### src/rtl/phase_freq_est.sv
// Phase-difference frequency estimator: wraps successive CORDIC angle deltas into
// (-pi, pi] and emits the floored mean of each block of 2^LOG2_N deltas.
module phase_freq_est #(
   parameter int LOG2_N      = 4,
   parameter int PI_CODE     = 804,
   parameter int TWO_PI_CODE = 1608
) (
   input  logic        clk,
   input  logic        rst,
   input  logic [15:0] angle_in,
   input  logic        angle_valid,
   input  logic        sync_clr,
   output logic [15:0] freq_out,
   output logic        freq_valid,
   output logic        primed
);

   localparam int ACC_W = 17 + LOG2_N;
   localparam logic [15:0]        TWO_PI_U = 16'(TWO_PI_CODE);
   localparam logic signed [16:0] PI_S     = 17'(PI_CODE);
   localparam logic signed [16:0] TWO_PI_S = 17'(TWO_PI_CODE);
   localparam logic [LOG2_N-1:0]  CNT_LAST = '1;

   typedef enum logic {EMPTY, ACCUM} state_t;

   state_t state, state_nxt;

   logic [15:0]              a_p0;
   logic signed [16:0]       d_p0;
   logic signed [ACC_W-1:0]  acc_sum_p0;

   logic [15:0]              prev_p1;
   logic signed [ACC_W-1:0]  acc_p1;
   logic [LOG2_N-1:0]        cnt_p1;
   logic [15:0]              freq_p1;
   logic                     vld_p1;

   // Fold a raw difference back into (-pi, pi]; -pi itself becomes +pi.
   function automatic logic signed [16:0] wrap_delta(input logic signed [16:0] d);
      if (d > PI_S)
         return d - TWO_PI_S;
      else if (d <= -PI_S)
         return d + TWO_PI_S;
      else
         return d;
   endfunction

   function automatic logic [15:0] mean_of(input logic signed [ACC_W-1:0] s);
      return 16'(s >>> LOG2_N);
   endfunction

   // Stage p0: normalise the sample and form the wrapped delta
   assign a_p0       = (angle_in >= TWO_PI_U) ? angle_in - TWO_PI_U : angle_in;
   assign d_p0       = wrap_delta($signed({1'b0, a_p0}) - $signed({1'b0, prev_p1}));
   assign acc_sum_p0 = acc_p1 + {{LOG2_N{d_p0[16]}}, d_p0};

   always_ff @(posedge clk) begin
      if (rst)
         state <= EMPTY;
      else
         state <= state_nxt;
   end

   always_comb begin
      state_nxt = state;
      if (sync_clr)
         state_nxt = EMPTY;
      else if (angle_valid)
         state_nxt = ACCUM;
   end

   // Stage p1: accumulate and register the block mean
   always_ff @(posedge clk) begin
      if (rst) begin
         prev_p1 <= '0;
         acc_p1  <= '0;
         cnt_p1  <= '0;
         freq_p1 <= '0;
         vld_p1  <= 1'b0;
      end else if (sync_clr) begin
         acc_p1 <= '0;
         cnt_p1 <= '0;
         vld_p1 <= 1'b0;
      end else if (angle_valid) begin
         prev_p1 <= a_p0;
         if (state == EMPTY) begin
            acc_p1 <= '0;
            cnt_p1 <= '0;
            vld_p1 <= 1'b0;
         end else if (cnt_p1 == CNT_LAST) begin
            freq_p1 <= mean_of(acc_sum_p0);
            vld_p1  <= 1'b1;
            acc_p1  <= '0;
            cnt_p1  <= '0;
         end else begin
            acc_p1 <= acc_sum_p0;
            cnt_p1 <= cnt_p1 + 1'b1;
            vld_p1 <= 1'b0;
         end
      end else begin
         vld_p1 <= 1'b0;
      end
   end

   assign freq_out   = freq_p1;
   assign freq_valid = vld_p1;
   assign primed     = (state == ACCUM);

endmodule

### config.mk
export PLATFORM = sky130hd
export DESIGN_NAME = phase_freq_est
export DESIGN_NICKNAME = d
export VERILOG_FILES = /design/src/rtl/phase_freq_est.sv
export SDC_FILE = /design/constraint.sdc
export NUM_CORES = 1
export LEC_CHECK = 0
export CORE_ASPECT_RATIO = 0.6
export CORE_UTILIZATION = 55
export CTS_CLUSTER_DIAMETER = 150
export CTS_CLUSTER_SIZE = 14
export DETAILED_ROUTE_END_ITERATION = 8
export MAX_ROUTING_LAYER = met4
export PLACE_DENSITY = 0.76
export SKIP_CTS_REPAIR_TIMING = 1
export SYNTH_ARGS = -nofsm -noshare
export SYNTH_HDL_FRONTEND = slang
export SYNTH_SLANG_ARGS = --single-unit
### constraint.sdc
create_clock -name clk -period 10.7 [get_ports clk]
set_clock_uncertainty 0.05 [all_clocks]
set_input_delay 2.14 -clock clk [delete_from_list [all_inputs] [get_ports clk]]
set_output_delay 2.14 -clock clk [all_outputs]
set_load 0.02 [all_outputs]
==> results.sh <==
export IMPL_place_hpwl_um=8830
export IMPL_max_stage_delay_ps=640
export IMPL_ioPinCount=38
export IMPL_ir_drop_uv=98.3
export IMPL_synth_top_cell_by_area="dfxtp_1"
export IMPL_via_per_inst=5.99
export IMPL_cp_data_required_time_ps=10920
export IMPL_finalMaxSlewViolations=0
export IMPL_die_w_um=120
export IMPL_rsz0062_at_grt="false"
export IMPL_drcViolationCount=0
export IMPL_ys_ff_latch=58
export IMPL_synth_main_ff_cell="dfxtp_1"
export IMPL_cellLeakagePower_nw=2.13
export IMPL_synth_fa_ha_area_share_pct=12.0
export IMPL_crit_top_cell="a31oi_1"
export IMPL_cp_max_fo=11
export IMPL_synth_warnings=0
export IMPL_synth_top_family_by_area="compound AO/OA/AOI/OAI gates"
export IMPL_initial_core_util_pct=57.6
export IMPL_netlist_area_um2=4600
export IMPL_port_buffers=37
export IMPL_worst_pin_slew_ps=996
export IMPL_p_per_area_nw_per_um2=182
export IMPL_placedInstanceArea_um2=5050
export IMPL_htree_levels=3
export IMPL_crit_start="angle_in[4]"
export IMPL_routed_wl_um=12000
export IMPL_yosysMostFrequentCell="nand2_1"
export IMPL_route_vias_total=4424
export IMPL_finalSetupViolCount=0
export IMPL_setup_ws_ps=1110
export IMPL_grt_pass1_vias=3969
export IMPL_synthCells=595
export IMPL_clock_sinks=58
export IMPL_drt_initial_drc_count=393
export IMPL_fin_crit_sh_pct=89.6
export IMPL_maxCapViolCount=0
export IMPL_synthArstFlopShare_pct=0
export IMPL_max_freq_mhz=104
export IMPL_first_pass_iters=6
export IMPL_outcome="finished clean"
export IMPL_slowest_stage="a31oi_1"
export IMPL_slew_limit_headroom_pct=33.6
export IMPL_endpoint_kind="register"
export IMPL_cp_arrival_ps=9800
export IMPL_synthSimpleGateAreaFrac_pct=21.2
export IMPL_synth_compound_area_share_pct=26.3
export IMPL_core_area_um2=7980
export IMPL_nFillCells=648
export IMPL_hp_start="freq_out[7]$_SDFFE_PP0P_"
export IMPL_fp_dieH_um=72.8
export IMPL_post_route_cells_drive_above_1_share_pct=6.35
export IMPL_synth_xor_area_share_pct=10.2
export IMPL_synthTopCellsByCount="nand2_1 (74), nor2_1 (68), dfxtp_1 (58)"
export IMPL_yosysSeqAreaShare_pct=25.3
export IMPL_final_nets=689
export IMPL_regArea_um2=1160
export IMPL_gp_congestion=0.980
export IMPL_antenna_found_initial=0
export IMPL_rr_startpoint="prev_p1[0]$_SDFFE_PP0P_"
export IMPL_holdWs_ps=404
export IMPL_n_antenna_cell=0
export IMPL_clockBufferDepth=2
export IMPL_grt_max_degree=36
export IMPL_syn_area_per_cell_um2=7.73
export IMPL_path_clk_slew_ps=50
export IMPL_post_drt_wl_per_cell_um=16.3
export IMPL_dp_slack_ps=1020
export IMPL_area_growth_syn_to_layout_pct=16.4
export IMPL_synth_top_area_share_pct=25.3
export IMPL_cts_tree="built"
export IMPL_multi_input_area_um2=3220
export IMPL_netlist_cell_type_count=64
export IMPL_track_usage_pct=29.7
export IMPL_overflow=0
export IMPL_fin_area_um2=5350
export IMPL_hold_viol_final=0
export IMPL_hold_class="register to register"
export IMPL_dieArea_um2=8740
export IMPL_synth_mux_area_fraction_pct=0.435
export IMPL_row_count=25
export IMPL_cts_root_buffer="clkbuf_16"
export IMPL_post_route_min_period_ps=9590
export IMPL_ant_nets=0
export IMPL_synthTopCellsByArea="dfxtp_1 (25%), ha_1 (11%), nand2_1 (6.0%)"
export IMPL_synth_edf_count=0
export IMPL_post_route_util_pct=67.1
export IMPL_path_buf_inv=5
export IMPL_critical_path_class="primary input to register"
export IMPL_regToRegSetupSlack_ps=4110
export IMPL_crit_family="compound AO/OA/AOI/OAI gates"
export IMPL_cts_buffers=9
export IMPL_tns_ps=0
export IMPL_syn_nets=658
export IMPL_start_kind="primary input"
export IMPL_grt_first_pass_wirelength_um=19700
export IMPL_clock_latency_ps=340
## power by group
part | switching [mW] | leakage (nW) | internal, mW
combinational | 0.283 | 1.52 | 0.174
sequential | 0.00271 | 0.470 | 0.222
clock | 0.103 | 0.148 | 0.191
## state kept, by name, summed over array words and instances (netlist names)
register,cells
primed,1
freq_out,16
cnt_p1,4
prev_p1,16
acc_p1,20
freq_valid,1
## through the flow
stage	total power, mW	cells
final	0.976	738
after global routing	1.03	738
after CTS	0.970	738
after detailed placement	0.670	723
after global placement	0.660	723
after floorplan	0.580	595
## worst register-to-register path, delay by kind of cell, from the launching register on
kind	cells	cell delay, ps
buffers and inverters	3	460
DFF	1	340
adders and majority gates	4	1160
xor gates and xnor gates	2	490
AOI/OAI and AO/OA	13	3320
and+or+nand+nor	3	710
## layout make-up
class,count,area share (%)
multi-input cells,480,60.2
flip-flops and latches,58,21.7
repair buffers,39,7.20
clock buffers,11,4.72
inverters,38,2.67
well taps,108,2.53
clock inverters,4,0.959
## path summary, 6_finish.rpt
kind	to	depth (start not counted)
setup reg to reg	acc_p1[19]$_SDFFE_PP0P_	25
hold / removal	freq_out[7]$_SDFFE_PP0P_	2
setup / recovery	acc_p1[19]$_SDFFE_PP0P_	30
hold reg to reg	freq_out[7]$_SDFFE_PP0P_	2
## layout by cell type, fill, tap and decap left out, types with 8 or more instances in the layout
cell	instances
a31oi_1	8
a21o_1	9
dfxtp_1	58
nand2_1	74
a22oi_1	15
nor3_1	10
inv_1	37
xnor2_1	24
clkbuf_16	9
o31ai_1	8
o21ai_0	18
nand3_1	19
ha_1	41
clkdlybuf4s50_1	37
a21oi_1	52
a211oi_1	14
xor2_1	22
nor2_1	68
## kinds of logic after synthesis
| family | Yosys count |
|---|---|
| AND/OR/NAND/NOR | 215 |
| multiplexers | 2 |
| AO/OA/AOI/OAI | 170 |
| flip-flops | 58 |
| buffers and inverters | 57 |
| XOR/XNOR | 50 |
| adder cells (fa/ha/maj) | 43 |
## layer usage
layer | up-vias | share of wire [%] | track usage, %
li1 | 2193 | - | -
met1 | 2061 | 51 | 41.6
met2 | 150 | 41 | 43.5
met3 | 20 | 6.0 | 5.55
met4 | 0 | 1.5 | 8.19
met5 | - | 0 | -
No activity file was read; power rests on OpenSTA's default activity.
